[src/rtl/sdram_word_bridge.sv]
// sdram_word_bridge: turns single-word CPU reads/writes into line transactions
// on a 256-bit start/done line port. Word writes are read-modify-write.
// Optional line buffer: define SDRAM_LINE_BUF_EN to keep the last line touched
// (tag + valid) so that hits skip the controller read.
module sdram_word_bridge #(
   parameter int LINE_ADDR_BITS = 21,
   parameter int WORD_BITS      = 32
) (
   input  logic                      clk,
   input  logic                      reset,
   input  logic [LINE_ADDR_BITS+2:0] word_addr,
   input  logic [WORD_BITS-1:0]      word_data,
   input  logic                      word_we,
   input  logic                      word_start,
   output logic                      word_done,
   output logic [WORD_BITS-1:0]      word_q,
   output logic                      busy,
   output logic [LINE_ADDR_BITS-1:0] sdc_addr,
   output logic [8*WORD_BITS-1:0]    sdc_data,
   output logic                      sdc_we,
   output logic                      sdc_start,
   input  logic                      sdc_done,
   input  logic [8*WORD_BITS-1:0]    sdc_q
);

   localparam int LINE_BITS = 8 * WORD_BITS;

   typedef enum logic [2:0] {
      S_IDLE,
      S_RD_REQ,
      S_RD_WAIT,
      S_MERGE,
      S_WR_REQ,
      S_WR_WAIT,
      S_DONE
   } state_t;

   state_t                      state_q;
   logic                        word_done_q;
   logic [WORD_BITS-1:0]        rd_word_q;
   logic                        busy_q;
   logic [LINE_ADDR_BITS-1:0]   sdc_addr_q;
   logic [LINE_BITS-1:0]        sdc_data_q;
   logic                        sdc_we_q;
   logic                        sdc_start_q;

   // Request latched at acceptance; line_q holds the captured (or buffered) line.
   logic [2:0]                  req_off_q;
   logic [WORD_BITS-1:0]        req_data_q;
   logic                        req_we_q;
   logic [LINE_BITS-1:0]        line_q;
   logic [LINE_BITS-1:0]        line_d;
   logic                        buf_hit;

`ifdef SDRAM_LINE_BUF_EN
   logic                        buf_vld_q;
   logic [LINE_ADDR_BITS-1:0]   buf_tag_q;
   assign buf_hit = buf_vld_q && (buf_tag_q == word_addr[LINE_ADDR_BITS+2:3]);
`else
   assign buf_hit = 1'b0;
`endif

   // Word offset 0 is the most significant word of the line.
   function automatic logic [WORD_BITS-1:0] get_word(input logic [LINE_BITS-1:0] line,
                                                     input logic [2:0]           off);
      return line[(7 - int'(off)) * WORD_BITS +: WORD_BITS];
   endfunction

   function automatic logic [LINE_BITS-1:0] put_word(input logic [LINE_BITS-1:0] line,
                                                     input logic [2:0]           off,
                                                     input logic [WORD_BITS-1:0] w);
      logic [LINE_BITS-1:0] r;
      r = line;
      r[(7 - int'(off)) * WORD_BITS +: WORD_BITS] = w;
      return r;
   endfunction

   assign line_d = put_word(line_q, req_off_q, req_data_q);

   // Request FSM with registered outputs; controller signals are held from
   // sdc_start until sdc_done because they only change on state entry.
   always_ff @(posedge clk) begin
      if (!reset) begin
         state_q     <= S_IDLE;
         word_done_q <= 1'b0;
         rd_word_q   <= '0;
         busy_q      <= 1'b0;
         sdc_addr_q  <= '0;
         sdc_data_q  <= '0;
         sdc_we_q    <= 1'b0;
         sdc_start_q <= 1'b0;
`ifdef SDRAM_LINE_BUF_EN
         buf_vld_q   <= 1'b0;
`endif
      end else begin
         case (state_q)
            S_IDLE: begin
               if (word_start) begin
                  req_off_q  <= word_addr[2:0];
                  req_data_q <= word_data;
                  req_we_q   <= word_we;
                  sdc_addr_q <= word_addr[LINE_ADDR_BITS+2:3];
                  busy_q     <= 1'b1;
                  if (buf_hit && !word_we) begin
                     rd_word_q   <= get_word(line_q, word_addr[2:0]);
                     word_done_q <= 1'b1;
                     state_q     <= S_DONE;
                  end else if (buf_hit) begin
                     state_q     <= S_MERGE;
                  end else begin
                     sdc_we_q    <= 1'b0;
                     sdc_start_q <= 1'b1;
                     state_q     <= S_RD_REQ;
                  end
               end
            end
            S_RD_REQ: begin
               sdc_start_q <= 1'b0;
               state_q     <= S_RD_WAIT;
            end
            S_RD_WAIT: begin
               if (sdc_done) begin
                  line_q <= sdc_q;
`ifdef SDRAM_LINE_BUF_EN
                  buf_vld_q <= 1'b1;
                  buf_tag_q <= sdc_addr_q;
`endif
                  if (req_we_q) begin
                     state_q <= S_MERGE;
                  end else begin
                     rd_word_q   <= get_word(sdc_q, req_off_q);
                     word_done_q <= 1'b1;
                     state_q     <= S_DONE;
                  end
               end
            end
            S_MERGE: begin
               line_q      <= line_d;
               sdc_data_q  <= line_d;
               sdc_we_q    <= 1'b1;
               sdc_start_q <= 1'b1;
               state_q     <= S_WR_REQ;
            end
            S_WR_REQ: begin
               sdc_start_q <= 1'b0;
               state_q     <= S_WR_WAIT;
            end
            S_WR_WAIT: begin
               if (sdc_done) begin
                  word_done_q <= 1'b1;
                  state_q     <= S_DONE;
               end
            end
            S_DONE: begin
               word_done_q <= 1'b0;
               busy_q      <= 1'b0;
               sdc_we_q    <= 1'b0;
               state_q     <= S_IDLE;
            end
            default: state_q <= S_IDLE;
         endcase
      end
   end

   assign word_done = word_done_q;
   assign word_q    = rd_word_q;
   assign busy      = busy_q;
   assign sdc_addr  = sdc_addr_q;
   assign sdc_data  = sdc_data_q;
   assign sdc_we    = sdc_we_q;
   assign sdc_start = sdc_start_q;

endmodule

[config.mk]
export PLATFORM = sky130hd
export DESIGN_NAME = sdram_word_bridge
export DESIGN_NICKNAME = d
export VERILOG_FILES = /design/src/rtl/sdram_word_bridge.sv
export SDC_FILE = /design/constraint.sdc
export NUM_CORES = 1
export LEC_CHECK = 0
export BUFFER_PORTS_ARGS = -buffer_cell sky130_fd_sc_hd__buf_2
export CAP_MARGIN = 20
export CORE_MARGIN = 10
export CORE_UTILIZATION = 40
export DETAILED_ROUTE_END_ITERATION = 6
export GPL_ROUTABILITY_DRIVEN = 1
export PLACE_DENSITY_LB_ADDON = 0.25
export SLEW_MARGIN = 20
export SYNTH_ARGS = -nofsm -noshare
export SYNTH_HDL_FRONTEND = slang
export SYNTH_SLANG_ARGS = --single-unit
[constraint.sdc]
create_clock -name clk -period 18.35 [get_ports clk]
set_clock_uncertainty 0.1 [all_clocks]
set_input_delay 0.9175 -clock clk [delete_from_list [all_inputs] [get_ports clk]]
set_output_delay 0.9175 -clock clk [all_outputs]
set_load 0.01 [all_outputs]
==> flow_summary.toml <==
[run_status]
status = "complete, no violations"

[logic_synthesis]
yosys_warnings = 0
synth.avg_cell_area_sq_um = 10.5
ys_ff_latch = 608
synth_edf_count = 292
ys_seq_area_frac = 0.537
synth_xor_area_frac = 0.000311
yosys.area_share.simple = 0.0702
synth_cell_type_count = 49
synth-main-ff-cell = "dfxtp_1"
yosys.area_share.adder = 0.00267
syn_inst = 2676
synth_compound_area_frac = 0.276
async_flop_share = 0
syn-cell-area_sq_mm = 0.0281
synth_top_family_by_area = "compound AO/OA/AOI/OAI gates"
synth.area.mux_share = 0.0626
syn_nets = 2999

[final_layout]
final_nets = 3435
drive_above_1_share = 0.276
area.growth.synth_to_final_pct = 20.0
final_cell_mix = "628 x buf_2, 587 x a211oi_1, 322 x o21ai_0"
mostFrequentLayoutCell = "buf_2"

[worst_setup_path]
worstPathArrival_ns = 5.08
path_depth = 8
crit_path_start_kind = "flip-flop"
cpLargestDelayFamily = "buffers and inverters"
critPathMaxStageDelay_ns = 0.90
path_cells = "ha_1 -> ha_1 -> a31oi_4 -> buf_4 -> buf_4 -> and2_2 -> buf_4 -> a211oi_1"
ff2ff_path_depth = 8
slowest_stage = "edfxtp_1"
cp.required_ns = 18.57
worstSetupPathType = "reg2reg"
critPathMaxFanout = 68
worst-path-buf-inv = 3
cp_common_cell = "buf_4"
endpoint_kind = "flip-flop"

[clocking]
cts_setup_buffers = 0
post_cts_resized = 0
cts_htree_levels = 3
clockBufferDepth = 3
clk-insertion-delay-late_ns = 0.61
cts_root_buf = "clkbuf_16"
cts.clk_slew.worst_paths_ns = 0.06
cts.sinks = 608
cts_tree = "built"
postCtsHoldBufs = 0
cts_inserted_buffers = 70

[floorplan]
ios = 630
rows = 97
start_util = 0.402
dieArea_sq_mm = 0.0813
die_w_um = 285
design.core.area_sq_mm = 0.0699
die_h_um = 285

[min_path]
min_path_type = "reg2reg"
timing.hold.worst_path_depth = 2

[timing]
slew_headroom = 0.227
fin_setup_tns_ns = 0
timing.final.crit_share = 0.265
rsz0062_at_grt = "no"
max_freq_mhz = 206
worst_slew_pin_slew_ns = 1.16
period_needed_ns = 4.85
setup_viol = 0
hold_violations = 0
drv_slew = 0
setup_slack_ns = 13.50

[global_routing]
met3_usage = 0.0624
antenna_found_initial = 11
grt_max_degree = 194
grt_pass1_vias = 25800
grt.overflow.total = 0
met2_usage = 0.467
grt_first_pass_wirelength_mm = 176
busiest_layer = "met2"
grt_use_total = 0.285
met1_usage = 0.347

[job]
drv_cap = 0

[routing]
finalWirelength_mm = 122
viasPerCell = 6.38
ant_nets = 0
drt_iter0_markers = 3277
dr.pass1.iters = 6
vias = 26200
drc = 0
wl_per_cell_um = 29.7

[place]
pre_cts_ws_ns = 13.00
place_hpwl_mm = 82.5
gp_congestion = 0.920
io_buffers = 629

[pwr]
ir_drop_mv = 0.0656
leakage_nw = 12.5
power_density_mw_per_mm2 = 106
-- layer usage --
| layer | vias to the layer above | part of all wire | routed length [um] |
|---|---|---|---|
| li1 | 11400 | - | - |
| met1 | 12800 | 0.37 | 44900 |
| met2 | 1738 | 0.48 | 58200 |
| met3 | 295 | 0.10 | 12300 |
| met4 | 2 | 0.055 | 6710 |
| met5 | - | 0.00011 | 13 |
-- worst paths after layout --
| kind | to | slack, ns | start |
|---|---|---|---|
| worst max-delay path | line_q[169] | 13.50 | req_off_q[0] |
| worst min register to register | sdc_addr[17] | 0.35 | sdc_addr[17] |
| worst max register to register | line_q[169] | 13.50 | req_off_q[0] |
| worst min-delay path | sdc_addr[17] | 0.35 | sdc_addr[17] |
-- sequential cells by signal (all words and copies together), names as in the netlist --
| signal | count |
|---|---|
| req_off_q | 3 |
| req_data_q | 32 |
| busy | 1 |
| sdc_data | 256 |
| word_q | 32 |
| line_q | 256 |
| req_we_q | 1 |
| state_q | 3 |
| word_done | 1 |
| sdc_we | 1 |
| sdc_start | 1 |
| sdc_addr | 21 |
-- tightest hold or removal path: cells and delay by family (launching register included) --
family / cells / cell delay [ns]
and+or+nand+nor: 1 / 0.05
AOI/OAI and AO/OA: 1 / 0.05
DFF: 1 / 0.31
-- synth_stat cells (all sizes together) (38+ instances only) --
cell,n,share of area
a211oi,592,0.16
o21ai,323,0.057
dfxtp,316,0.22
edfxtp,292,0.31
nor2,262,0.035
buf,165,0.031
a21oi,154,0.027
clkbuf,141,0.019
a31oi,131,0.029
mux4,64,0.051
nand2,58,0.0077
nand4,39,0.0087
nand3,38,0.0072
-- metrics by stage --
stage / std cells / area (sq um) / hold slack (ns) / power [mW] / util
CTS: 4103 / 33700 / 0.350 / 3.60 / 0.482
floorplan: 2676 / 28100 / 0.368 / 1.97 / -
global placement: 3978 / 31500 / 0.339 / 2.23 / 0.450
global route: 4110 / 33700 / 0.368 / 3.71 / 0.483
finish: 4113 / 33800 / 0.354 / 3.59 / 0.483
detailed placement: 3978 / 31500 / 0.341 / 2.24 / 0.450
-- cell families after synthesis --
family | count (synthesis)
AO/OA/AOI/OAI | 1212
flip-flops | 608
AND/OR/NAND/NOR | 440
buffers and inverters | 313
multiplexers | 96
adder cells (fa/ha/maj) | 6
XOR/XNOR | 1
-- report_power, final --
part	leakage (nW)	total, mW	switching (mW)	internal [mW]
Sequential	5.21	1.61	0.0748	1.54
Clock	1.09	1.36	0.581	0.783
Combinational	6.22	0.611	0.420	0.191
Total	12.5	3.59	1.08	2.51
-- final cells by class --
cell class / instances / area [sq um]
timing repair buffer: 670 / 3520
clock buffer: 102 / 2020
antenna: 8 / 20.0
multi-input combinational: 1755 / 11700
tap: 940 / 1180
fill: 6514 / 36200
sequential: 608 / 15100
clock inverter: 23 / 189
inverter: 7 / 26.3
Power figures use the tool's default switching activity.
